File: src/rtl/adsr_pulse_overlay.sv
// Beat-triggered ADSR envelope driving a radial brightness overlay on a
// multi-channel pixel stream, behind a 2-stage valid/ready pipeline.
module adsr_pulse_overlay #(
    parameter int CHANNELS     = 3,
    parameter int BITS         = 8,
    parameter int IMAGE_WIDTH  = 640,
    parameter int IMAGE_HEIGHT = 480,
    parameter int RADIUS_W     = 9,
    parameter int TICK_DIV     = 200000,
    parameter int SUS_W        = 16
) (
    input  logic                             clk,
    input  logic                             reset,
    input  logic [CHANNELS*BITS-1:0]         pix_in,
    input  logic                             valid_in,
    output logic                             module_ready,
    output logic [CHANNELS*BITS-1:0]         pix_out,
    output logic                             valid_out,
    input  logic                             output_ready,
    input  logic [$clog2(IMAGE_WIDTH)-1:0]   pixel_x,
    input  logic [$clog2(IMAGE_HEIGHT)-1:0]  pixel_y,
    input  logic                             filter_enable,
    input  logic                             filter_mode,
    input  logic                             trigger,
    input  logic [BITS-1:0]                  attack_step,
    input  logic [BITS-1:0]                  decay_step,
    input  logic [BITS-1:0]                  release_step,
    input  logic [BITS-1:0]                  sustain_level,
    input  logic [SUS_W-1:0]                 sustain_ticks,
    input  logic [RADIUS_W-1:0]              radius,
    output logic [BITS-1:0]                  env_level,
    output logic [2:0]                       adsr_state
);

    // state   | meaning
    // IDLE    | envelope parked at 0, waiting for a beat
    // ATTACK  | rising by attack_step per tick until ENV_MAX
    // DECAY   | falling by decay_step per tick down to sustain_level
    // SUSTAIN | holding sustain_level for sustain_ticks ticks
    // RELEASE | falling by release_step per tick down to 0
    typedef enum logic [2:0] {
        S_IDLE    = 3'd0,
        S_ATTACK  = 3'd1,
        S_DECAY   = 3'd2,
        S_SUSTAIN = 3'd3,
        S_RELEASE = 3'd4
    } adsr_t;

    localparam int PW   = CHANNELS * BITS;
    localparam int XW   = $clog2(IMAGE_WIDTH);
    localparam int YW   = $clog2(IMAGE_HEIGHT);
    localparam int CW   = (XW > YW) ? XW : YW;
    localparam int DW   = 2 * CW + 1;
    localparam int RW2  = 2 * RADIUS_W;
    localparam int CMPW = (DW > RW2) ? DW : RW2;
    localparam int TW   = (TICK_DIV > 1) ? $clog2(TICK_DIV) : 1;
    localparam logic [BITS-1:0]     ENV_MAX = '1;
    localparam logic signed [XW:0]  CX = (XW+1)'(IMAGE_WIDTH / 2);
    localparam logic signed [YW:0]  CY = (YW+1)'(IMAGE_HEIGHT / 2);

    logic [TW-1:0] tick_cnt;
    logic          tick;

    assign tick = (tick_cnt == TW'(TICK_DIV - 1));

    always_ff @(posedge clk or posedge reset) begin
        if (reset)
            tick_cnt <= '0;
        else if (tick)
            tick_cnt <= '0;
        else
            tick_cnt <= tick_cnt + TW'(1);
    end

    logic trig_d, trig_pending, trig_rise, trig_go;

    assign trig_rise = trigger & ~trig_d;
    // an edge landing on the tick cycle is consumed by that same tick
    assign trig_go   = trig_pending | trig_rise;

    always_ff @(posedge clk or posedge reset) begin
        if (reset) begin
            trig_d       <= 1'b0;
            trig_pending <= 1'b0;
        end else begin
            trig_d <= trigger;
            if (!filter_enable || tick)
                trig_pending <= 1'b0;
            else if (trig_rise)
                trig_pending <= 1'b1;
        end
    end

    adsr_t            state, state_nxt;
    logic [BITS-1:0]  env, env_nxt;
    logic [SUS_W-1:0] sus_cnt, sus_nxt;
    logic [BITS-1:0]  atk, dec, rel;
    logic [BITS:0]    atk_sum;
    logic [BITS-1:0]  env_atk, env_dec, env_rel;
    logic [SUS_W:0]   sus_inc;

    assign atk = (attack_step  == '0) ? BITS'(1) : attack_step;
    assign dec = (decay_step   == '0) ? BITS'(1) : decay_step;
    assign rel = (release_step == '0) ? BITS'(1) : release_step;

    assign atk_sum = {1'b0, env} + {1'b0, atk};
    assign env_atk = atk_sum[BITS] ? ENV_MAX : atk_sum[BITS-1:0];
    assign env_dec = ({1'b0, env} >= ({1'b0, sustain_level} + {1'b0, dec})) ?
                     (env - dec) : sustain_level;
    assign env_rel = (env > rel) ? (env - rel) : '0;
    assign sus_inc = {1'b0, sus_cnt} + (SUS_W+1)'(1);

    always_ff @(posedge clk or posedge reset) begin
        if (reset) begin
            state   <= S_IDLE;
            env     <= '0;
            sus_cnt <= '0;
        end else begin
            state   <= state_nxt;
            env     <= env_nxt;
            sus_cnt <= sus_nxt;
        end
    end

    always_comb begin
        state_nxt = state;
        env_nxt   = env;
        sus_nxt   = sus_cnt;
        if (!filter_enable) begin
            state_nxt = S_IDLE;
            env_nxt   = '0;
            sus_nxt   = '0;
        end else if (tick) begin
            if (trig_go) begin
                state_nxt = S_ATTACK;
                env_nxt   = env_atk;
            end else begin
                case (state)
                    S_IDLE: env_nxt = '0;
                    S_ATTACK: begin
                        env_nxt = env_atk;
                        if (env_atk == ENV_MAX) state_nxt = S_DECAY;
                    end
                    S_DECAY: begin
                        env_nxt = env_dec;
                        if (env_dec == sustain_level) begin
                            state_nxt = S_SUSTAIN;
                            sus_nxt   = '0;
                        end
                    end
                    S_SUSTAIN: begin
                        sus_nxt = sus_inc[SUS_W-1:0];
                        if (sus_inc >= {1'b0, sustain_ticks}) state_nxt = S_RELEASE;
                    end
                    S_RELEASE: begin
                        env_nxt = env_rel;
                        if (env_rel == '0) state_nxt = S_IDLE;
                    end
                    default: begin
                        state_nxt = S_IDLE;
                        env_nxt   = '0;
                    end
                endcase
            end
        end
    end

    always_comb begin
        adsr_state = state;
        env_level  = env;
    end

    logic              en;
    logic signed [XW:0] dx;
    logic signed [YW:0] dy;
    logic [CW-1:0]     adx, ady;
    logic [DW-1:0]     adx_w, ady_w, dist_sq;
    logic [RW2-1:0]    rad_w, r_sq;

    assign en           = !valid_out || output_ready;
    assign module_ready = en;

    assign dx      = $signed({1'b0, pixel_x}) - CX;
    assign dy      = $signed({1'b0, pixel_y}) - CY;
    assign adx     = CW'(dx[XW] ? -dx : dx);
    assign ady     = CW'(dy[YW] ? -dy : dy);
    assign adx_w   = DW'(adx);
    assign ady_w   = DW'(ady);
    assign dist_sq = adx_w * adx_w + ady_w * ady_w;
    assign rad_w   = RW2'(radius);
    assign r_sq    = rad_w * rad_w;

    logic [PW-1:0]   s1_pix;
    logic            s1_valid;
    logic [DW-1:0]   s1_dist;
    logic [RW2-1:0]  s1_rsq;
    logic [BITS-1:0] s1_env;
    logic [CMPW-1:0] d_cmp, r_cmp;
    logic [BITS-1:0] gain;
    logic [PW-1:0]   pix_calc;

    assign d_cmp = CMPW'(s1_dist);
    assign r_cmp = CMPW'(s1_rsq);

    always_comb begin
        gain = '0;
        if (filter_enable) begin
            if (d_cmp < (r_cmp >> 2))
                gain = s1_env;
            else if (d_cmp < r_cmp)
                gain = s1_env >> 1;
        end
    end

    always_comb begin
        logic [BITS-1:0] ch;
        logic [BITS:0]   sum;
        pix_calc = s1_pix;
        ch       = '0;
        sum      = '0;
        for (int c = 0; c < CHANNELS; c++) begin
            ch  = s1_pix[c*BITS +: BITS];
            sum = {1'b0, ch} + {1'b0, gain};
            if (gain != '0) begin
                if (filter_mode)
                    pix_calc[c*BITS +: BITS] = sum[BITS:1];
                else
                    pix_calc[c*BITS +: BITS] = sum[BITS] ? ENV_MAX : sum[BITS-1:0];
            end
        end
    end

    // both stages advance together so a stalled output holds the whole pipe
    always_ff @(posedge clk or posedge reset) begin
        if (reset) begin
            s1_pix    <= '0;
            s1_valid  <= 1'b0;
            s1_dist   <= '0;
            s1_rsq    <= '0;
            s1_env    <= '0;
            pix_out   <= '0;
            valid_out <= 1'b0;
        end else if (en) begin
            s1_pix    <= pix_in;
            s1_valid  <= valid_in;
            s1_dist   <= dist_sq;
            s1_rsq    <= r_sq;
            s1_env    <= env;
            pix_out   <= pix_calc;
            valid_out <= s1_valid;
        end
    end

endmodule

File: config.mk
export PLATFORM = sky130hd
export DESIGN_NAME = adsr_pulse_overlay
export DESIGN_NICKNAME = d
export VERILOG_FILES = /design/src/rtl/adsr_pulse_overlay.sv
export SDC_FILE = /design/constraint.sdc
export NUM_CORES = 1
export LEC_CHECK = 0
export BUFFER_PORTS_ARGS = -buffer_cell sky130_fd_sc_hd__clkbuf_2
export CAP_MARGIN = 40
export CELL_PAD_IN_SITES_DETAIL_PLACEMENT = 1
export CELL_PAD_IN_SITES_GLOBAL_PLACEMENT = 1
export CORE_ASPECT_RATIO = 2
export CORE_MARGIN = 8
export CORE_UTILIZATION = 48
export DETAILED_ROUTE_END_ITERATION = 8
export HOLD_SLACK_MARGIN = 0.02
export PLACE_DENSITY_LB_ADDON = 0.3
export SETUP_SLACK_MARGIN = 0.5
export SLEW_MARGIN = 10
export SYNTH_ARGS = -nofsm -noshare
export SYNTH_HDL_FRONTEND = slang
export SYNTH_SLANG_ARGS = --single-unit
File: constraint.sdc
create_clock -name clk -period 6.4 [get_ports clk]
set_input_delay 0.96 -clock clk [delete_from_list [all_inputs] [get_ports clk]]
set_output_delay 0.96 -clock clk [all_outputs]
set_load 0.05 [all_outputs]
==> reports/metrics.cfg <==
[floorplanning]
rows = 101
start_util = 0.4848
dieArea_mm2 = 0.04505
fp.coreArea_mm2 = 0.03779
die_x_um = 154.1
die_y_um = 292.3
num_io_pins = 144

[sta]
timing.fmax_ghz = 0.1258
rsz0062_at_grt = true
setup_violations = 16
period_share = 1.242
fin_crit_ns = 7.947
holdWs_ns = 0.4825
setup_tns_ns = -16.89
setup_slack_ns = -1.547
slew_violations = 0
finClkSkew_ns = 0.01051
tightest_slew_ns = 0.9177
max_slew_margin = 0.3869
final_hold_viol_count = 0

[global_routing]
grt_pass1_vias = 20020
grt_max_degree = 86
overflow = 0
grt_pass1_wl_mm = 103.9
grt_usage = 0.2959
antenna_found_initial = 2

[setup_path]
rr_startpoint = s1_rsq[12]
crit_arrival_ns = 8.25
cpMaxStageDelayCell = fa_2
startpoint = pixel_x[7]
cpPeakStageDelay_ns = 0.60
worst-path-max-fanout = 7
critPathLaunchType = input port
worst-setup-path-type = input port to flop
ff2ff_path_depth = 21
critPathCapture = d_cmp[19]
critPathRequiredTime_ns = 6.70
rrSetupSlack_ns = 0.95
regToRegEndpoint = pix_out[9]
endpoint_kind = flop

[cells_and_area]
final_nets = 2962
drive_gt1_frac = 0.2382
syn_to_final_growth_pct = 24.35

[place]
place_congestion = 0.9139
dpl.hpwl_mm = 50.92
port_buffers = 143

[logic_synthesis]
synth_cells = 2110
ys_seq_area_frac = 0.1954
synth_area_mm2 = 0.01832
yosys_warnings = 0
synthTopCellsByArea = dfrtp_1 (20%), fa_1 (19%), ha_1 (16%), inv_1 (6.7%), nand2_1 (4.8%)
synth_edf_count = 0
synth.top_cells.by_count = inv_1 (326), ha_1 (236), nand2_1 (235)
synth_cell_type_count = 81
yosysTopAreaCell = dfrtp_1
synth_top_area_frac = 0.1954
synth_area_per_cell_um2 = 8.681
synth_most_common_cell = inv_1
ys_ff_latch = 143
ys.flop_type = dfrtp_1
async_flop_share = 1.000

[hold_path]
hp-class = flop to flop

[detailed_routing]
initialDrtViolationCount = 738
drt-pass1-iter-count = 5
drtAntennaViolNets = 0
vias = 17510
routed_wl_mm = 74.08
vias_per_cell = 5.987
drc_errors = 0
wl_per_cell_um = 25.33

[job]
max-cap-violations = 0

[clock_tree]
clkSinkCount = 143
cts-root-buf = clkbuf_16
cts_tree = done
htreeDepth = 4
cts.hold.buffers_added = 0
clkTransAtPathRegs_ns = 0.06
insertion_delay_ns = 0.45
cts_max_path_buffers = 2
numCtsBuffers = 17

[outcome]
violations = negative setup slack
outcome = finished with violations

[worst min-delay path by stage]
stage / start / to / slack, ns / depth (start not counted)
floorplan: s1_rsq[0] / s1_rsq[0] / 0.43 / 2
global placement: s1_valid / s1_valid / 0.45 / 2
detailed placement: s1_valid / s1_valid / 0.47 / 2
CTS: tick_cnt[0] / tick_cnt[0] / 0.48 / 1
global route: reset / tick_cnt[17] / 0.52 / 2
finish: tick_cnt[0] / tick_cnt[0] / 0.48 / 1
[layout by cell type (no fill, tap or decap), types with 42 or more instances in the layout]
cell,count
inv_1,298
a21oi_1,95
nand3_1,42
xnor2_1,70
clkbuf_2,141
nor2_1,147
ha_1,217
nand2_1,223
o21ai_0,66
and2_1,54
fa_1,161
buf_4,188
xor2_1,49
dfrtp_1,143
[worst max-delay path, delay by kind of cell]
| family | cells | cell delay [ns] |
|---|---|---|
| adder cells (fa/ha/maj) | 8 | 3.32 |
| buffers and inverters | 7 | 0.74 |
| AND/OR/NAND/NOR | 6 | 1.22 |
| XOR/XNOR | 2 | 0.39 |
| AO/OA/AOI/OAI | 7 | 1.58 |
[metal layers]
| metal | global-route usage | vias to the layer above | share of wire |
|---|---|---|---|
| met5 | 0 | - | 0 |
| met4 | 0.2433 | 0 | 0.087 |
| met3 | 0.03735 | 342 | 0.042 |
| met2 | 0.6018 | 660 | 0.56 |
| met1 | 0.2414 | 8851 | 0.31 |
| li1 | - | 7658 | - |
[stage by stage]
stage / utilization / setup slack [ns] / area, um2 / cells
global placement: 0.5599 / -1.343 / 21160 / 2840
floorplan: - / -0.9829 / 18840 / 2122
finish: 0.6028 / -1.547 / 22780 / 2925
detailed placement: 0.5621 / -1.688 / 21240 / 2844
global route: 0.6027 / -1.594 / 22770 / 2924
CTS: 0.5888 / -0.8790 / 22250 / 2901
[cell families (layout without fill, tap and decap cells)]
group | after synthesis | count (layout) | synth area share
AND/OR/NAND/NOR | 655 | 655 | 0.1666
XOR/XNOR | 137 | 137 | 0.06626
flip-flops | 143 | 143 | 0.1954
AO/OA/AOI/OAI | 369 | 369 | 0.1348
buffers and inverters | 384 | 722 | 0.08020
adder cells (fa/ha/maj) | 408 | 408 | 0.3492
other | 2 | 16 | 0.0004100
multiplexers | 12 | 12 | 0.007104
[state kept, by name, summed over array words and instances (netlist names), 3 cells and up]
signal      flops
env_level       8
adsr_state      3
s1_pix         24
tick_cnt       18
d_cmp          21
s1_env          8
s1_rsq         17
pix_out        24
sus_cnt        16
[layout make-up]
| type | count | area [um2] |
|---|---|---|
| Fill cell | 4374 | 15010 |
| Multi-Input combinational cell | 1595 | 14240 |
| Sequential cell | 143 | 3578 |
| Timing Repair Buffer | 361 | 2551 |
| Inverter | 329 | 1251 |
| Tap cell | 463 | 579.3 |
| Clock buffer | 17 | 425.4 |
| Clock inverter | 15 | 150.1 |
| Antenna cell | 2 | 5.005 |
[timing repair]
item,CTS,global route
pin swaps,41,40
cloned,0,0
resized for setup,53,85
setup buffers,25,22
setup endpoints to repair,16,17
Power is not shown: default switching activity piles up to over one toggle a cycle in this logic, so the estimate is an artifact.
